==> src/rtl/counter_pkg.sv <==
// Shared definitions for the counter controller and counter-side blocks:
// command opcodes, arbiter FSM states and small opcode classifiers.
package counter_pkg;

  localparam logic [2:0] OP_NOP  = 3'd0;
  localparam logic [2:0] OP_LOAD = 3'd1;
  localparam logic [2:0] OP_INC  = 3'd2;
  localparam logic [2:0] OP_DEC  = 3'd3;
  localparam logic [2:0] OP_SHL  = 3'd4;
  localparam logic [2:0] OP_SHR  = 3'd5;
  localparam logic [2:0] OP_CLR  = 3'd6;
  localparam logic [2:0] OP_WSET = 3'd7;

  typedef enum logic [1:0] {
    ST_IDLE = 2'd0,
    ST_RUN  = 2'd1,
    ST_DONE = 2'd2
  } state_t;

  function automatic logic is_shift(input logic [2:0] op);
    return (op == OP_SHL) || (op == OP_SHR);
  endfunction

  // Commands whose ARG is a repeat count rather than a data value.
  function automatic logic is_repeat(input logic [2:0] op);
    return (op == OP_INC) || (op == OP_DEC) || is_shift(op);
  endfunction

endpackage

==> src/rtl/rr_arb2.sv <==
// Two-way round-robin selector: on a tie the requester not served last wins.
module rr_arb2 (
  input  logic req0,
  input  logic req1,
  input  logic last,
  output logic grant,
  output logic valid
);

  always_comb begin
    valid = req0 | req1;
    grant = (req0 && req1) ? ~last : req1;
  end

endmodule

==> src/rtl/counter_arbiter.sv <==
// Arbitrates counter commands from two requesters and sequences the counter
// control strobes for the winner, repeating INC/DEC/SHL/SHR ARG times.
module counter_arbiter
  import counter_pkg::*;
#(
  parameter int N = 4
) (
  input  logic         C,
  input  logic         R,
  input  logic         REQ0,
  input  logic         REQ1,
  input  logic [2:0]   OP0,
  input  logic [2:0]   OP1,
  input  logic [N-1:0] ARG0,
  input  logic [N-1:0] ARG1,
  input  logic         FILL0,
  input  logic         FILL1,
  output logic         ACK0,
  output logic         ACK1,
  output logic         BUSY,
  output logic         L,
  output logic         INC,
  output logic         DEC,
  output logic         SHL,
  output logic         SHR,
  output logic         CLR,
  output logic [N-1:0] D,
  output logic [N-1:0] W,
  output logic [1:0]   dbg_state
);

  // Handshake: a requester raises REQx with OP/ARG/FILL and holds them
  // stable until its one-cycle ACKx; REQ still high in the IDLE cycle after
  // ACK is taken as a fresh command.

  localparam logic [N-1:0] ONE = {{(N-1){1'b0}}, 1'b1};

  state_t       state;
  logic [2:0]   op_q;
  logic [N-1:0] arg_q;
  logic         fill_q;
  logic         gnt_q;
  logic         last_q;
  logic [N-1:0] cnt_q;
  logic [N-1:0] w_q;

  logic         grant;
  logic         valid;
  logic [2:0]   sel_op;
  logic [N-1:0] sel_arg;
  logic         sel_fill;

  rr_arb2 u_rr (
    .req0  (REQ0),
    .req1  (REQ1),
    .last  (last_q),
    .grant (grant),
    .valid (valid)
  );

  always_comb begin
    sel_op   = grant ? OP1   : OP0;
    sel_arg  = grant ? ARG1  : ARG0;
    sel_fill = grant ? FILL1 : FILL0;
  end

  always_ff @(posedge C or posedge R) begin
    if (R) begin
      state  <= ST_IDLE;
      op_q   <= OP_NOP;
      arg_q  <= '0;
      fill_q <= 1'b0;
      gnt_q  <= 1'b0;
      last_q <= 1'b1;
      cnt_q  <= '0;
      w_q    <= '1;
    end else begin
      case (state)
        ST_IDLE: begin
          if (valid) begin
            op_q   <= sel_op;
            arg_q  <= sel_arg;
            fill_q <= sel_fill;
            gnt_q  <= grant;
            last_q <= grant;
            if (sel_op == OP_NOP || sel_op == OP_WSET) begin
              state <= ST_DONE;
              cnt_q <= '0;
              if (sel_op == OP_WSET) w_q <= sel_arg;
            end else begin
              state <= ST_RUN;
              // A repeat count of zero still performs one step.
              cnt_q <= (is_repeat(sel_op) && sel_arg != '0) ? sel_arg : ONE;
            end
          end
        end
        ST_RUN: begin
          cnt_q <= cnt_q - ONE;
          if (cnt_q == ONE) state <= ST_DONE;
        end
        ST_DONE: state <= ST_IDLE;
        default: state <= ST_IDLE;
      endcase
    end
  end

  // Every output below depends only on registered state.
  logic run;
  always_comb begin
    run  = (state == ST_RUN);
    L    = run && (op_q == OP_LOAD);
    INC  = run && (op_q == OP_INC);
    DEC  = run && (op_q == OP_DEC);
    SHL  = run && (op_q == OP_SHL);
    SHR  = run && (op_q == OP_SHR);
    CLR  = run && (op_q == OP_CLR);
    ACK0 = (state == ST_DONE) && !gnt_q;
    ACK1 = (state == ST_DONE) && gnt_q;
    BUSY = (state != ST_IDLE);
    D    = '0;
    if (run) begin
      if (op_q == OP_LOAD)    D = arg_q;
      else if (is_shift(op_q)) D = {N{fill_q}};
    end
  end

  assign W         = w_q;
  assign dbg_state = state;

endmodule

==> config.mk <==
export PLATFORM = sky130hd
export DESIGN_NAME = counter_arbiter
export DESIGN_NICKNAME = d
export VERILOG_FILES = /design/src/rtl/counter_pkg.sv /design/src/rtl/rr_arb2.sv /design/src/rtl/counter_arbiter.sv
export SDC_FILE = /design/constraint.sdc
export NUM_CORES = 1
export LEC_CHECK = 0
export BUFFER_PORTS_ARGS = -buffer_cell sky130_fd_sc_hd__buf_2
export CAP_MARGIN = 10
export CORE_ASPECT_RATIO = 1.4
export CORE_MARGIN = 1
export CORE_UTILIZATION = 45
export CTS_CLUSTER_DIAMETER = 100
export DETAILED_ROUTE_END_ITERATION = 16
export HOLD_SLACK_MARGIN = 0.1
export PLACE_DENSITY_LB_ADDON = 0.15
export REMOVE_ABC_BUFFERS = 1
export SYNTH_ARGS = -nofsm -noshare
export SYNTH_HDL_FRONTEND = slang
export SYNTH_SLANG_ARGS = --single-unit
==> constraint.sdc <==
create_clock -name C -period 1.4 [get_ports C]
set_clock_uncertainty 0.1 [all_clocks]
set_input_delay 0 -clock C [delete_from_list [all_inputs] [get_ports C]]
set_output_delay 0 -clock C [all_outputs]
set_load 0.01 [all_outputs]
==> impl_metrics.env, run 1 <==
export IMPL_outcome="complete, but fails checks"
export IMPL_violations="setup timing"
export IMPL_r2r_end="W[2]$_DFFE_PP1P_"
export IMPL_wl_mm=4.821
export IMPL_tightest_slew_ns=0.5206
export IMPL_cts_tree="yes"
export IMPL_synth_area_um2=1220
export IMPL_arrival_ns=1.64
export IMPL_antenna_left=0
export IMPL_synthAdderAreaFrac_pct=2.051
export IMPL_final_fill_count=158
export IMPL_drt_pre_antenna_iters=4
export IMPL_ir_worst_vdd_uv=1796
export IMPL_synth_area_leader_cell="dfrtp_1"
export IMPL_clk_pin_slew_ns=0.12
export IMPL_finalHoldViolations=0
export IMPL_final_layout_size_suffix_gt1_share_pct=53.07
export IMPL_grt_pass1_vias=1428
export IMPL_overflow=0
export IMPL_worstRegToRegCells=4
export IMPL_max_slew_margin_pct=65.05
export IMPL_p_int_mw=2.411
export IMPL_ys_warn_count=0
export IMPL_grt_pass1_wl_mm=6.396
export IMPL_combPwrFrac_pct=63.0
export IMPL_drv_slew=0
export IMPL_rsz0062_at_grt="true"
export IMPL_numCtsBuffers=3
export IMPL_drc=0
export IMPL_routabilityCongestion=0.8475
export IMPL_cts_htree_levels=1
export IMPL_synth_enable_flop_cells=0
export IMPL_max_cap_violations=0
export IMPL_cp_start_kind="flop"
export IMPL_grt_max_degree=21
export IMPL_cp_max_fo=7
export IMPL_seqPwrFrac_pct=28.5
export IMPL_viasPerCell=5.617
export IMPL_path_class="flop to primary output"
export IMPL_p_leak_nw=0.9783
export IMPL_die_height_um=63.61
export IMPL_ys_types=38
export IMPL_initial_core_util_pct=47.15
export IMPL_synthMostInstantiatedCell="nand2_1"
export IMPL_async_reset_ff_share_pct=100.0
export IMPL_clock_latency_ns=0.32
export IMPL_port_buffers=38
export IMPL_power_mw=4.207
export IMPL_die_area_um2=2926
export IMPL_synth_top_cell_area_share_pct=30.77
export IMPL_final_net_count=251
export IMPL_synth_seq_cells=20
export IMPL_power_density_nw_per_um2=1912
export IMPL_synth_xor_area_share_pct=2.154
export IMPL_coreArea_um2=2587
export IMPL_antenna_found_initial=0
export IMPL_n_antenna_cell=0
export IMPL_num_rows=22
export IMPL_ys_flop_type="dfrtp_1"
export IMPL_fmax_mhz=576.3
export IMPL_synth_top_family_by_area="simple AND/OR/NAND/NOR gates"
export IMPL_vias=1483
export IMPL_required_ns=1.30
export IMPL_setup_viol=28
export IMPL_end_kind="primary output"
export IMPL_dp_cells=225
export IMPL_p_switching_mw=1.796
export IMPL_synth_area_leaders="dfrtp_1 (31%), dfstp_2 (11%), nand2_1 (6.8%)"
export IMPL_synth_area_mux_share_pct=5.128
export IMPL_cts_buffer_depth=2
export IMPL_cts_root_buf="clkbuf_4"
export IMPL_cts_sinks=20
export IMPL_ios=39
export IMPL_min_path_type="input pin to asynchronous set/reset pin"
export IMPL_fin_cells=264
export IMPL_min_period_ns=1.735
export IMPL_synth_area_per_cell_um2=8.776
export IMPL_power_share_clock_pct=8.5
export IMPL_syn_to_final_growth_pct=80.31
export IMPL_dp_hpwl_mm=2.449
export IMPL_yosysSeqAreaShare_pct=41.54
export IMPL_timing_rr_start="last_q$_DFFE_PP1P_"
export IMPL_rrSetupSlack_ns=-0.23
export IMPL_drtIter0Drc=71
export IMPL_setup_slack_ns=-0.3353
export IMPL_grtUsageTotal_pct=30.01
export IMPL_wl_per_cell_um=18.26
export IMPL_synth_common_cells="nand2_1 (22), dfrtp_1 (15), nor2_1 (14)"
export IMPL_synth_simple_gate_area_share_pct=25.03
export IMPL_swShare_pct=42.68
export IMPL_synth_compound_area_share_pct=20.92
export IMPL_die_w_um=46.01
export IMPL_min_period_over_period_pct=124.0
export IMPL_synth_cells=139
cell families after synthesis:
logic type / count (synthesis)
buf+inv: 8
compound gates: 38
simple gates: 63
flops: 20
xor+xnor: 3
fa+ha+maj: 2
mux: 5
worst max path at each step:
| stage | startpoint | end |
|---|---|---|
| after floorplan | dbg_state[1]$_DFFE_PP0P_ | cnt_q[2]$_DFFE_PP0P_ |
| after CTS | dbg_state[1]$_DFFE_PP0P_ | D[0] |
| after global placement | last_q$_DFFE_PP1P_ | cnt_q[3]$_DFFE_PP0P_ |
| after detailed placement | last_q$_DFFE_PP1P_ | cnt_q[3]$_DFFE_PP0P_ |
| final | dbg_state[1]$_DFFE_PP0P_ | D[2] |
| after global routing | dbg_state[1]$_DFFE_PP0P_ | D[2] |
layout make-up:
type                       instances  area, um^2  area share, %
tap                               36       45.04          2.048
timing repair buffer              89       696.9          31.68
inverter                           4       15.01         0.6826
sequential                        20       506.7          23.04
clock buffer                       4       36.28          1.650
multi-input combinational        111       899.6          40.90
through the flow:
stage / TNS, ns / hold WS [ns] / area [um^2] / util [%] / setup WS (ns)
floorplan: -1.801 / -0.1399 / 1196 / - / -0.2318
global placement: -1.113 / -0.06882 / 1551 / 59.96 / -0.1303
detailed placement: -1.682 / -0.06150 / 1551 / 59.96 / -0.1525
CTS: -3.475 / 0.09724 / 1989 / 76.89 / -0.2705
global route: -6.148 / 0.1632 / 2200 / 85.01 / -0.3842
finish: -5.347 / 0.1277 / 2200 / 85.01 / -0.3353
worst max-delay path: stages (launching register included):
cell and delay, ns:
dfrtp_1 0.40, and2b_2 0.26, buf_6 0.11, or2b_4 0.30, a21oi_2 0.11, buf_2 0.13
cells in the final DEF (no fill, tap or decap), types with 5 or more instances in the layout:
master	count
dlygate4sd3_1	21
buf_2	38
nor2_1	6
nor2_2	6
buf_6	15
dfrtp_1	15
a21oi_2	9
buf_4	13
a31oi_1	10
nand2_1	21
dfstp_2	5
state kept, by name, indices dropped and copies added, names as in the netlist:
| signal | flops |
|---|---|
| W | 4 |
| fill_q | 1 |
| arg_q | 4 |
| cnt_q | 4 |
| last_q | 1 |
| op_q | 3 |
| dbg_state | 2 |
| gnt_q | 1 |
power groups by stage:
| stage | registers [mW] | logic, mW | clock network (mW) |
|---|---|---|---|
| floorplan | 1.17 | 0.959 | 0 |
| global placement | 1.14 | 1.65 | 0 |
| detailed placement | 1.16 | 1.69 | 0 |
| CTS | 1.15 | 2.11 | 0.350 |
| global route | 1.23 | 2.84 | 0.368 |
| finish | 1.20 | 2.65 | 0.358 |
what timing repair did:
action | CTS | global route
resized for setup | 38 | 39
buffers inserted | 8 | 7
hold endpoints to repair | 38 | 3
endpoints found under the setup margin | 27 | 30
pin swaps | 17 | 11
hold buffers | 19 | 4
routing by layer:
layer | global-route usage [%] | vias up | routed length, um
li1 | - | 684 | -
met4 | 15.44 | 0 | 212
met5 | 0 | - | 0
met3 | 3.152 | 18 | 196
met2 | 52.11 | 66 | 2593
met1 | 33.88 | 715 | 1819
Note: power is estimated with default switching activity, not from simulation.
==> inputs of run 2 (changes only) <==
- CTS_BUF_LIST: not set -> sky130_fd_sc_hd__clkbuf_8 sky130_fd_sc_hd__clkbuf_16
==> run 2 against run 1 <==
Against the previous run: critical path depth is 1 lower; first-iteration DRC count is 21% lower; largest cell class unchanged; core utilization is 1.6 points lower; global-route usage is 0.69 points higher; power is 1.1% lower; clock-buffer cell count stayed put; design area is 1.9% lower; combinational power is 5% lower; via count is 1.7% higher; the run still ends with setup timing left.
==> impl_metrics.env, run 2 (same netlist as run 1, synthesis figures left out) <==
export IMPL_outcome="complete, but fails checks"
export IMPL_violations="setup timing"
export IMPL_multi_input_area_um2=889.6
export IMPL_min_path_type="input pin to flop"
export IMPL_pre_cts_ws_ns=-0.1525
export IMPL_ir_worst_vdd_uv=1583
export IMPL_r2r_end="W[3]$_DFFE_PP1P_"
export IMPL_routabilityCongestion=0.8475
export IMPL_wl_mm=4.694
export IMPL_crit_buf_inv=0
export IMPL_drtIter0Drc=56
export IMPL_grt_pass1_vias=1403
export IMPL_cp_start_kind="flop"
export IMPL_rsz0062_at_grt="true"
export IMPL_grt_pass1_wl_mm=6.492
export IMPL_crit_path_end="W[3]$_DFFE_PP1P_"
export IMPL_path_class="flop to flop"
export IMPL_initial_core_util_pct=47.15
export IMPL_register_area_um2=506.7
export IMPL_drv_slew=0
export IMPL_tightest_slew_ns=0.5313
export IMPL_numCtsBuffers=3
export IMPL_power_density_nw_per_um2=1927
export IMPL_cts_htree_levels=1
export IMPL_crit_chain="a21bo_4 -> mux2i_4 -> a21oi_2 -> a31oi_1"
export IMPL_max_slew_margin_pct=64.32
export IMPL_final_net_count=248
export IMPL_cpPeakStageDelay_ns=0.58
export IMPL_setup_viol=25
export IMPL_required_ns=1.49
export IMPL_fmax_mhz=606.7
export IMPL_wl_per_cell_um=17.98
export IMPL_dp_cells=225
export IMPL_final_util_pct=83.41
export IMPL_fin_setup_tns_ns=-3.444
export IMPL_grtUsageTotal_pct=30.70
export IMPL_viasPerCell=5.778
export IMPL_drt_pre_antenna_iters=4
export IMPL_p_leak_nw=0.9620
export IMPL_fin_cells=261
export IMPL_finalHoldViolations=0
export IMPL_clk_pin_slew_ns=0.08
export IMPL_final_layout_size_suffix_gt1_share_pct=50.67
export IMPL_hold_worst_slack_ns=0.1218
export IMPL_cts_sinks=20
export IMPL_final_fill_count=173
export IMPL_min_period_ns=1.648
export IMPL_cp_slowest_cell="dfstp_2"
export IMPL_syn_to_final_growth_pct=76.92
export IMPL_timing_rr_start="last_q$_DFFE_PP1P_"
export IMPL_die_area_um2=2926
export IMPL_die_w_um=46.01
export IMPL_rrSetupSlack_ns=-0.25
export IMPL_end_kind="flop"
export IMPL_num_rows=22
export IMPL_mostFrequentLayoutCell="buf_2"
export IMPL_port_buffers=38
export IMPL_grt_max_degree=21
export IMPL_dp_hpwl_mm=2.449
export IMPL_overflow=0
export IMPL_antenna_found_initial=0
export IMPL_coreArea_um2=2587
export IMPL_n_antenna_cell=0
export IMPL_cts_root_buf="clkbuf_8"
export IMPL_drc=0
export IMPL_die_height_um=63.61
export IMPL_cts_buffer_depth=2
export IMPL_path_depth=4
export IMPL_cts_tree="yes"
export IMPL_vias=1508
export IMPL_cp_max_fo=7
export IMPL_layout_common_cells="buf_2 (38), nand2_1 (21), dlygate4sd3_1 (19), buf_4 (17), dfrtp_1 (15)"
export IMPL_clock_latency_ns=0.26
export IMPL_worstRegToRegCells=4
export IMPL_ios=39
export IMPL_arrival_ns=1.73
export IMPL_crit_family="flip-flops"
export IMPL_setup_slack_ns=-0.2482
export IMPL_startpoint="last_q$_DFFE_PP1P_"
export IMPL_max_cap_violations=0
export IMPL_antenna_left=0
export IMPL_min_period_over_period_pct=117.7
[run 2: worst reg2reg max path: stages (launching register included)]
cell     delay, ns
dfstp_2       0.58
a21bo_4       0.22
mux2i_4       0.38
a21oi_2       0.11
a31oi_1       0.17
[run 2: how the worst min path moves through the flow]
| stage | end | slack [ns] | cells past startpoint | start |
|---|---|---|---|---|
| 6_report | gnt_q$_DFFE_PP0P_ | 0.12 | 4 | REQ1 |
| 3_5_place_dp | cnt_q[3]$_DFFE_PP0P_ | -0.06 | 3 | R |
| 2_1_floorplan | arg_q[0]$_DFFE_PP0P_ | -0.14 | 1 | R |
| 4_1_cts | gnt_q$_DFFE_PP0P_ | 0.11 | 4 | REQ1 |
| 3_3_place_gp | cnt_q[3]$_DFFE_PP0P_ | -0.07 | 3 | R |
| 5_1_grt | gnt_q$_DFFE_PP0P_ | 0.15 | 4 | REQ1 |
[run 2: metal layers]
metal	vias to the layer above	GRT usage (%)	wire [um]
met1	726	34.30	1670
met2	77	53.70	2509
met5	-	0	0
li1	676	-	-
met3	29	4.011	270
met4	0	14.71	243
[run 2: repair_timing]
item | 4_1_cts | 5_1_grt
endpoints found under the hold margin | 37 | 0
buffers inserted | 8 | 5
gates resized for setup | 33 | 30
hold buffers | 19 | 0
endpoints found under the setup margin | 27 | 28
pin swaps | 15 | 7
[run 2: per-stage QoR]
step                cell area [um^2]  power, mW
CTS                             1991      3.671
floorplan                       1196      2.125
global placement                1551      2.793
finish                          2158      4.159
global route                    2158      4.416
detailed placement              1551      2.849
[run 2: final cells by class]
cell class,count,share of cell area [%]
inverters,4,0.6957
well taps,36,2.087
multi-input cells,111,41.22
repair buffers,86,29.97
flip-flops and latches,20,23.48
clock buffers,4,2.551
[run 2: power breakdown]
group	total [mW]	switching, mW	internal (mW)
logic	2.53	1.28	1.25
clock network	0.445	0.195	0.251
registers	1.18	0.263	0.918
total	4.16	1.74	2.42
==> inputs of run 3 (changes only) <==
- SKIP_CTS_REPAIR_TIMING: not set -> 1
==> run 3 against run 2 <==
Against the previous run: the run still ends with setup timing left; combinational power fell by 16%; final cell count fell by 2.3%; register-to-register slack got worse by 0.03 ns; critical endpoint is now W[2]$_DFFE_PP1P_; first-iteration DRC count fell by 13%; power fell by 10%; sequential power barely moved; hold slack got worse by 0.0091 ns; clock-buffer cell count did not move; largest power group unchanged; core utilization fell by 6.0 points; clock power fell by 3%; global-route usage fell by 6.4 points.
==> impl_metrics.env, run 3 (same netlist as run 1, synthesis figures left out) <==
export IMPL_die_area_um2=2926
export IMPL_ios=39
export IMPL_max_slew_margin_pct=61.69
export IMPL_final_layout_size_suffix_gt1_share_pct=44.29
export IMPL_vias=1389
export IMPL_ir_worst_vdd_uv=1358
export IMPL_grtUsageTotal_pct=24.31
export IMPL_num_rows=22
export IMPL_min_period_ns=1.681
export IMPL_path_class="flop to flop"
export IMPL_antenna_left=0
export IMPL_pre_cts_ws_ns=-0.1525
export IMPL_power_density_nw_per_um2=1860
export IMPL_n_antenna_cell=0
export IMPL_rsz0062_at_grt="true"
export IMPL_die_w_um=46.01
export IMPL_coreArea_um2=2587
export IMPL_clk_pin_slew_ns=0.07
export IMPL_cts_root_buf="clkbuf_8"
export IMPL_setup_slack_ns=-0.2811
export IMPL_antenna_found_initial=0
export IMPL_arrival_ns=1.76
export IMPL_cts_buffer_depth=2
export IMPL_fin_setup_tns_ns=-4.178
export IMPL_dp_hpwl_mm=2.449
export IMPL_hold_worst_slack_ns=0.1127
export IMPL_final_util_pct=77.42
export IMPL_max_cap_violations=0
export IMPL_cts_htree_levels=1
export IMPL_register_area_um2=506.7
export IMPL_wl_per_cell_um=15.45
export IMPL_finalHoldViolations=0
export IMPL_viasPerCell=5.447
export IMPL_syn_to_final_growth_pct=64.21
export IMPL_postPlaceCellArea_um2=1551
export IMPL_setup_viol=23
export IMPL_tightest_slew_ns=0.5706
export IMPL_drv_slew=0
export IMPL_layout_common_cells="buf_2 (38), nand2_1 (22), dlygate4sd3_1 (19), buf_4 (17), dfrtp_1 (15)"
export IMPL_grt_max_degree=21
export IMPL_cts_sinks=20
export IMPL_required_ns=1.48
export IMPL_min_path_type="input pin to flop"
export IMPL_rrSetupSlack_ns=-0.28
export IMPL_cts_tree="yes"
export IMPL_overflow=0
export IMPL_clock_latency_ns=0.25
export IMPL_routabilityCongestion=0.8475
export IMPL_dp_cells=225
export IMPL_final_cell_area_um2=2003
export IMPL_cp_max_fo=9
export IMPL_p_leak_nw=0.9135
export IMPL_violations="setup timing"
export IMPL_drt_pre_antenna_iters=4
export IMPL_cp_start_kind="flop"
export IMPL_multi_input_area_um2=805.8
export IMPL_port_buffers=38
export IMPL_min_period_over_period_pct=120.1
export IMPL_numCtsBuffers=3
export IMPL_outcome="complete, but fails checks"
export IMPL_grt_pass1_vias=1168
export IMPL_end_kind="flop"
export IMPL_final_fill_count=195
export IMPL_fin_cells=255
export IMPL_final_net_count=242
export IMPL_mostFrequentLayoutCell="buf_2"
export IMPL_grt_pass1_wl_mm=5.278
export IMPL_drc=0
export IMPL_drtIter0Drc=49
export IMPL_initial_core_util_pct=47.15
export IMPL_fmax_mhz=594.9
export IMPL_wl_mm=3.939
export IMPL_power_mw=3.726
export IMPL_die_height_um=63.61
-- run 3: cell count changes in the layout (fill, tap and decap cells not counted), moves of 2 or more --
| cell | before | now |
|---|---|---|
| a21oi_1 | 2 | 4 |
| a21oi_2 | 8 | 6 |
| a31oi_1 | 8 | 10 |
| a31oi_4 | 2 | 0 |
| buf_6 | 11 | 6 |
| nor2_1 | 10 | 14 |
| nor2_2 | 2 | 0 |
| nor2_4 | 2 | 0 |
-- run 3: path summary, 6_finish.rpt --
check	startpoint	end	depth (start not counted)
worst min-delay path	REQ1	gnt_q$_DFFE_PP0P_	4
worst min register to register	arg_q[0]$_DFFE_PP0P_	arg_q[0]$_DFFE_PP0P_	2
worst max-delay path	dbg_state[0]$_DFFE_PP0P_	W[2]$_DFFE_PP1P_	6
min in group asynchronous	R	cnt_q[3]$_DFFE_PP0P_	4
max in group asynchronous	R	last_q$_DFFE_PP1P_	4
worst max register to register	dbg_state[0]$_DFFE_PP0P_	W[2]$_DFFE_PP1P_	6
-- run 3: power by group --
part | total (mW) | switching (mW) | internal, mW
clock | 0.431 | 0.182 | 0.250
combinational | 2.13 | 1.09 | 1.03
sequential | 1.17 | 0.250 | 0.917
-- run 3: layer usage --
metal	global-route usage, %	wire, um
met1	27.04	1560
met2	43.66	2133
met3	2.579	123
met4	10.29	122
met5	0	0
-- run 3: cell type report --
cell class | count | area share (%)
inverter | 4 | 0.7495
sequential | 20 | 25.30
timing repair buffer | 80 | 28.73
clock buffer | 4 | 2.748
multi-input combinational | 111 | 40.22
tap | 36 | 2.249
-- run 3: critical path, stage by stage, from the launching register on --
cell	delay, ns
dfrtp_1	0.42
nor2_1	0.22
buf_4	0.16
o21a_1	0.22
buf_4	0.22
a21oi_1	0.09
a31oi_1	0.18
